===== src/rtl/fetch_queue.sv =====
// Instruction-fetch stage: issues imem reads from the PC and buffers {instr, pc} in an in-order queue for decode.
// Optional FETCH_PERF_EN adds perf_fetches / perf_flushes counters. state_dbg exposes the FSM state.
module fetch_queue #(
  parameter int          DEPTH        = 4,
  parameter logic [31:0] RESET_VECTOR = 32'h0000_0000
) (
  input  logic        clock,
  input  logic        reset,
  input  logic [31:0] pc_in,
  output logic        pc_advance,
  output logic        pc_jump_en,
  output logic [31:0] pc_jump_out,
  input  logic        jump_req,
  input  logic [31:0] jump_target,
  input  logic        halt,
  output logic        imem_req,
  output logic [31:0] imem_addr,
  input  logic [31:0] imem_rdata,
  output logic        dec_valid,
  output logic [31:0] dec_instr,
  output logic [31:0] dec_pc,
  input  logic        dec_ready,
`ifdef FETCH_PERF_EN
  output logic [31:0] perf_fetches,
  output logic [31:0] perf_flushes,
`endif
  output logic [1:0]  state_dbg
);

  localparam int PW = $clog2(DEPTH);
  localparam int CW = PW + 1;

  typedef enum logic [1:0] {S_BOOT = 2'd0, S_RUN = 2'd1, S_HALTED = 2'd2} state_t;

  state_t          state_q, state_d;
  logic [PW-1:0]   wr_ptr_q, wr_ptr_d, rd_ptr_q, rd_ptr_d;
  logic [CW-1:0]   count_q, count_d;
  logic            inflight_v_q, inflight_v_d;
  logic [31:0]     inflight_pc_q, inflight_pc_d;
  logic [31:0]     instr_mem_q [DEPTH];
  logic [31:0]     pc_mem_q    [DEPTH];

  logic            redirect, issue, push, pop;
  logic [CW:0]     occupancy;

  assign occupancy = {1'b0, count_q} + (CW+1)'(inflight_v_q);
  assign redirect  = jump_req && (state_q != S_BOOT);
  // Occupancy uses registered values only, so a same-cycle pop never frees a slot early.
  assign issue     = (state_q == S_RUN) && !halt && !jump_req && (occupancy < (CW+1)'(DEPTH));
  assign push      = inflight_v_q && !redirect;
  assign pop       = dec_valid && dec_ready && !redirect;

  assign dec_valid = (count_q != '0);
  assign dec_instr = dec_valid ? instr_mem_q[rd_ptr_q] : 32'h0;
  assign dec_pc    = dec_valid ? pc_mem_q[rd_ptr_q]    : 32'h0;
  assign imem_addr = pc_in;
  assign imem_req  = issue;
  assign pc_advance = issue;
  assign state_dbg = state_q;

  always_comb begin
    state_d       = state_q;
    pc_jump_en    = 1'b0;
    pc_jump_out   = jump_target;
    wr_ptr_d      = wr_ptr_q;
    rd_ptr_d      = rd_ptr_q;
    count_d       = count_q;
    inflight_v_d  = issue;
    inflight_pc_d = issue ? pc_in : inflight_pc_q;

    case (state_q)
      S_BOOT: begin
        pc_jump_en  = 1'b1;
        pc_jump_out = RESET_VECTOR;
        state_d     = S_RUN;
      end
      S_RUN:    if (!jump_req && halt)  state_d = S_HALTED;
      S_HALTED: if (!jump_req && !halt) state_d = S_RUN;
      default:  state_d = S_BOOT;
    endcase

    if (redirect) pc_jump_en = 1'b1;

    if (push) wr_ptr_d = wr_ptr_q + 1'b1;
    if (pop)  rd_ptr_d = rd_ptr_q + 1'b1;
    case ({push, pop})
      2'b10:   count_d = count_q + 1'b1;
      2'b01:   count_d = count_q - 1'b1;
      default: count_d = count_q;
    endcase

    // A redirect discards the queue and whatever response lands next cycle.
    if (redirect) begin
      wr_ptr_d = '0;
      rd_ptr_d = '0;
      count_d  = '0;
    end
  end

  always_ff @(posedge clock) begin
    if (reset) begin
      state_q       <= S_BOOT;
      wr_ptr_q      <= '0;
      rd_ptr_q      <= '0;
      count_q       <= '0;
      inflight_v_q  <= 1'b0;
      inflight_pc_q <= 32'h0;
    end else begin
      state_q       <= state_d;
      wr_ptr_q      <= wr_ptr_d;
      rd_ptr_q      <= rd_ptr_d;
      count_q       <= count_d;
      inflight_v_q  <= inflight_v_d;
      inflight_pc_q <= inflight_pc_d;
    end
  end

  always_ff @(posedge clock) begin
    if (!reset && push) begin
      instr_mem_q[wr_ptr_q] <= imem_rdata;
      pc_mem_q[wr_ptr_q]    <= inflight_pc_q;
    end
  end

  assert property (@(posedge clock) disable iff (reset) !(push && (count_q == CW'(DEPTH))));

`ifdef FETCH_PERF_EN
  logic [31:0] perf_fetches_q, perf_fetches_d, perf_flushes_q, perf_flushes_d;
  logic        flush_hit;

  assign flush_hit    = redirect && ((count_q != '0) || inflight_v_q);
  assign perf_fetches = perf_fetches_q;
  assign perf_flushes = perf_flushes_q;

  always_comb begin
    perf_fetches_d = perf_fetches_q;
    perf_flushes_d = perf_flushes_q;
    if (issue && (perf_fetches_q != 32'hFFFF_FFFF))     perf_fetches_d = perf_fetches_q + 32'd1;
    if (flush_hit && (perf_flushes_q != 32'hFFFF_FFFF)) perf_flushes_d = perf_flushes_q + 32'd1;
  end

  always_ff @(posedge clock) begin
    if (reset) begin
      perf_fetches_q <= 32'h0;
      perf_flushes_q <= 32'h0;
    end else begin
      perf_fetches_q <= perf_fetches_d;
      perf_flushes_q <= perf_flushes_d;
    end
  end
`endif

endmodule

===== config.mk =====
export PLATFORM = sky130hd
export DESIGN_NAME = fetch_queue
export DESIGN_NICKNAME = d
export VERILOG_FILES = /design/src/rtl/fetch_queue.sv
export SDC_FILE = /design/constraint.sdc
export NUM_CORES = 1
export LEC_CHECK = 0
export CORE_MARGIN = 4
export CORE_UTILIZATION = 41
export DETAILED_ROUTE_END_ITERATION = 16
export PLACE_DENSITY_LB_ADDON = 0.25
export RECOVER_POWER = 100
export SLEW_MARGIN = 15
export SYNTH_ARGS = -nofsm -noshare
export SYNTH_HDL_FRONTEND = slang
export SYNTH_SLANG_ARGS = --single-unit

===== constraint.sdc =====
create_clock -name clock -period 6.75 [get_ports clock]
set_clock_uncertainty 0.15 [all_clocks]
set_input_delay 1.0125 -clock clock [delete_from_list [all_inputs] [get_ports clock]]
set_output_delay 1.0125 -clock clock [all_outputs]
set_load 0.1 [all_outputs]

==> summary.txt <==
Status
  – Status: finished, violations left
  – Failing checks: max-capacitance violations, max-slew violations

Clocking
  – Root buffer cell: clkbuf_16
  – Maximum clock insertion buffer count: 3
  – # hold bufs at CTS: 0
  – PostCTS Resize Cnt: 0
  – Postcts setup bufs: 0
  – CTS H-tree depth: 1
  – CTS Sinks: 300
  – CTS tree: done
  – Skew-Pair Late Insertion Delay: 0.53 ns
  – CTS Buf Count: 30
  – Reg clk slew, reported paths: 0.06 ns

Drt
  – DRT Pass-1 Iters: 4
  – DR vias/cell: 4.84
  – ANT nets after route: 0
  – Drt drc: 0
  – Routed WL per cell: 18.6 microns
  – Via count: 6245
  – 1st-iter DRT viols: 319
  – Total routed wirelength: 24000 microns

Worst setup path
  – Worst path required time: 5.59 ns
  – Element type at the critical path end: primary output
  – Crit path DAT: 4.25 ns
  – Startpoint types: flip-flop
  – CP Class: reg -> out
  – Reg2reg path depth: 3
  – Critical path fanouts, max: 42

Die
  – Core Area: 0.0291 sq mm
  – Die height: 181 microns
  – Die W: 181 microns
  – Row Count: 62
  – Die ar.: 0.0327 sq mm
  – Initial core utilization: 42.1%
  – Io pins: 235

Synth
  – Syn Area/Cell: 17.9 sq um
  – Yosys reg bits: 300
  – Ranking of synthesized cells by area: edfxtp_1, mux4_2, dfxtp_1
  – Post-synth cell types: 33
  – Post-synth top flop: edfxtp_1
  – Synth top area share: 62.8%
  – Synthesized Nets: 789
  – Synth area leader: edfxtp_1
  – Seq/Total Area, Yosys: 70.0%
  – Mapped cell area: 0.0122 sq mm
  – Post-synth ARST share: 0%
  – Synth warn: 0
  – Post-Syn Instances: 682
  – EDFF count, synth: 256

Cells and area
  – Area Overhead vs Synth: 28.1%
  – Commonest non-fill, non-tap cell in the layout: edfxtp_1
  – Most frequent cells in the layout: edfxtp_1, dlygate4sd3_1, and2_1, clkdlybuf4s50_1, nand2b_1
  – Fillers: 2363
  – Post-route cell area: 0.0157 sq mm
  – Final Core Density: 53.9%
  – Fin nets: 988
  – Layout cells sized above 1: 13.0%
  – Ant. Diodes: 0

GRT
  – Largest net degree at the start of global routing: 70
  – Global route overflow: 0
  – First-pass GRT wire length: 37300 microns
  – Vias in the first global route: 6648
  – Tot GR Track Use: 14.2%
  – Initial antenna violation count: 0

Timing
  – Min cycle time layout: 5.41 ns
  – Fin. Hold Viols: 0
  – Max Freq: 185 MHz
  – Slew @ Worst Pin: 3.50 ns
  – Final Cycle Share: 80.2%
  – TNS Setup: 0 ns
  – Worst slew margin relative to its limit: -133%
  – Unrepaired setup endpoints after global routing: no
  – Setup Viol. Count Final: 0
  – Pins Over Slew Limit: 324

Pwr
  – Power Density: 272 mW/mm^2
  – Worst VDD drop: 0.000219 V
  – Leak Pwr: 5.48 nW
  – Pwr Total: 4.26 mW

Placed design
  – HPWL Detailed: 14200 microns
  – IO Port Bufs: 234
  – Placer Congestion: 0.743
  – Placed cell areas: 0.0146 sq mm

Hold path
  – Hold-critical path depth: 0
  – Worst hold-check path type: reg -> reg

Flow run
  – Max cap viols: 6
==> metrics by stage <==
stage                     worst slack [ns]  instances  hold slack [ns]
after floorplan                       3.12        682            0.311
after global placement                2.10       1233            0.335
after detailed placement              2.08       1233            0.337
after CTS                             1.67       1289            0.355
after global routing                 0.948       1289            0.375
final                                 1.34       1289            0.355
==> layout make-up <==
cell class / instances / area (sq um) / share of cell area (%)
clock inverters: 13 / 215 / 1.37
multi-input cells: 305 / 3120 / 19.9
inverters: 6 / 22.5 / 0.144
clock buffers: 43 / 912 / 5.81
well taps: 384 / 480 / 3.06
flip-flops and latches: 300 / 8570 / 54.7
repair buffers: 238 / 2360 / 15.1
==> cells in the mapped netlist (2+ instances only) <==
library cell	instances
ha_1	5
o21ai_0	2
dfxtp_1	44
buf_12	6
mux2i_1	33
a21oi_1	4
inv_1	6
mux4_2	60
nand2b_1	66
buf_6	4
and2_1	96
buf_2	7
nor2b_1	3
buf_4	34
nor2_1	11
edfxtp_1	256
xor2_1	4
clkbuf_1	19
or3_1	2
mux4_1	4
and3_1	4
==> cells by family after synthesis <==
group           after synthesis  synth area share [%]
compound gates               11                 0.572
xor+xnor                      5                 0.358
fa+ha+maj                     6                 0.675
buf+inv                      77                  4.53
flops                       300                  70.0
mux                          97                  14.6
simple gates                186                  9.28
==> worst max-delay path, cell delays in order (launching register included) <==
cell,delay (ns)
dfxtp_2,1.40
buf_4,0.59
mux4_1,0.60
and2_1,0.18
dlygate4sd3_1,0.93
==> power by group <==
part           switching [mW]  total, mW  internal [mW]
registers              0.0126       2.03           2.01
logic                   0.296      0.416          0.120
clock network           0.654       1.82           1.16
total                   0.963       4.26           3.30
==> state kept, by name (all words and copies together), names as in the netlist, named ones only <==
signal and flops:
state_dbg 2, inflight_v_q 1, count_q 3, wr_ptr_q 2, rd_ptr_q 2, instr_mem_q 128, inflight_pc_q 32, pc_mem_q 128
==> worst paths after layout <==
check,startpoint,to,slack [ns]
min reg2reg,inflight_pc_q[7]$_SDFFE_PP0P_,pc_mem_q[3][7]$_DFFE_PP_,0.35
max,flip-flop,dec_instr[0],1.34
min,inflight_pc_q[7]$_SDFFE_PP0P_,pc_mem_q[3][7]$_DFFE_PP_,0.35
max reg2reg,state_dbg[1]$_SDFFE_PP0P_,instr_mem_q[2][29]$_DFFE_PP_,2.19
==> metal layers <==
metal,share of wire [%],GRT usage (%),vias up
li1,-,-,2931
met1,45,19.6,3068
met2,47,23.4,216
met3,6.8,3.20,30
met4,1.5,3.06,0
met5,0,0,-
No activity file was read; power rests on OpenSTA's default activity.
==> RTL edit, RTL diff (config.mk and constraints unchanged) <==
The parameter `DEPTH` goes from 4 to 2.
--- a/src/rtl/fetch_queue.sv
+++ b/src/rtl/fetch_queue.sv
@@ -2,5 +2,5 @@
 // Optional FETCH_PERF_EN adds perf_fetches / perf_flushes counters. state_dbg exposes the FSM state.
 module fetch_queue #(
-  parameter int          DEPTH        = 4,
+  parameter int          DEPTH        = 2,
   parameter logic [31:0] RESET_VECTOR = 32'h0000_0000
 ) (
Function: changed (Yosys sat finds a counterexample within 4 cycles, from zero or initial values and one cycle with reset high).
==> RTL edit against the unedited design <==
  * The flow still finishes with violations (capacitance limit, slew limit)
  * Area after synthesis fell by 42%
  * Register-to-register slack improved by 510 ps
  * Sequential power fell by 44%
  * Fmax rose by 7.7%
  * Wire length fell by 36%
  * Setup slack improved by 390 ps
  * Final cell count fell by 26%
  * Total power fell by 43%
  * Final area fell by 37%
  * Sequential cell count fell by 132
  * Die area fell by 41%
  * Critical path type unchanged
  * Critical endpoint is now dec_pc[25]
==> RTL edit: results <==
[status]
outcome = "finished, violations left"
violations = "capacitance limit, slew limit"

[final_layout]
final_nets = 819
nFillCells = 1341
top_regs = "instr_mem_q (64), pc_mem_q (64), inflight_pc_q (32)"
stdcell_count = 950

[pwr]
switchingPower_uw = 690
pwr-share-seq_pct = 46.5
leakagePower_nw = 3.50

[global_route]
grt_usage_pct = 15.8
grt_pass1_vias = 4746
grt_pass1_wl_um = 24100

[drt]
wl_per_cell_um = 16.3
drtPass1Iterations = 6
viasPerCell = 4.69
drt_iter0_drc = 191

[synth]
yosys-top-cells-count = "edfxtp_1, mux2i_1, nor2_1"
synth_edf_count = 128
synth_nets = 622
synth_cell_type_count = 27
synth.area.top_cells = "edfxtp_1, mux2i_1, dfxtp_1"

[placed_design]
placed_cell_area_um2 = 9340
dp.cells = 917
place_hpwl_um = 10500

[timing]
slew_viol_final = 212

[clock_network]
clkLatencyLatePin_ps = 410

[critical_path]
slowest_delay_ps = 1760

[run]
cap_violations = 4
## RTL edit: changes by cell type after synthesis, moves of 8 or more
cell,change
mux2i_1,+63
nor2_1,+62
edfxtp_1,-128
clkbuf_1,-8
mux4_2,-60
nor2b_1,+33
and2_1,-96
## RTL edit: worst paths after layout
kind                    startpoint               to  slack [ps]  cells past startpoint
hold / removal    inflight_pc_q[1]   pc_mem_q[0][1]         300                      0
setup / recovery              flop       dec_pc[25]        1720                      3
hold reg to reg   inflight_pc_q[1]   pc_mem_q[0][1]         300                      0
setup reg to reg      state_dbg[1]  pc_mem_q[1][15]        2700                      2
## RTL edit: kinds of logic (layout without fill, tap and decap cells)
group | after synthesis | count (layout) | share of synthesized area, %
AND/OR/NAND/NOR | 180 | 180 | 13.4
flip-flops | 168 | 168 | 65.6
multiplexers | 96 | 96 | 13.6
buffers and inverters | 63 | 273 | 6.05
AO/OA/AOI/OAI | 8 | 8 | 0.690
XOR/XNOR | 4 | 4 | 0.495
adder cells (fa/ha/maj) | 1 | 1 | 0.177
## RTL edit: area by class of cell
type                    instances  area [µm²]  share of cell area, %
clock buffers                  17         425                   4.31
clock inverters                15         128                   1.29
multi-input cells             289        2010                   20.4
well taps                     220         275                   2.79
inverters                       2        7.51                 0.0760
repair buffers                239        2380                   24.1
flip-flops and latches        168        4650                   47.0
## RTL edit: routing by layer
metal / up-vias / wire (µm)
li1: 2168 / -
met1: 2101 / 6180
met2: 172 / 7920
met3: 12 / 1160
met4: 0 / 184
met5: - / 0
## RTL edit: stage by stage
step / setup slack (ps) / hold slack, ps / total power, mW
global route: 1440 / 311 / 2.52
floorplan: 2180 / 277 / 1.45
detailed placement: 2410 / 289 / 1.57
global placement: 2390 / 282 / 1.57
finish: 1720 / 303 / 2.43
CTS: 2360 / 304 / 2.47
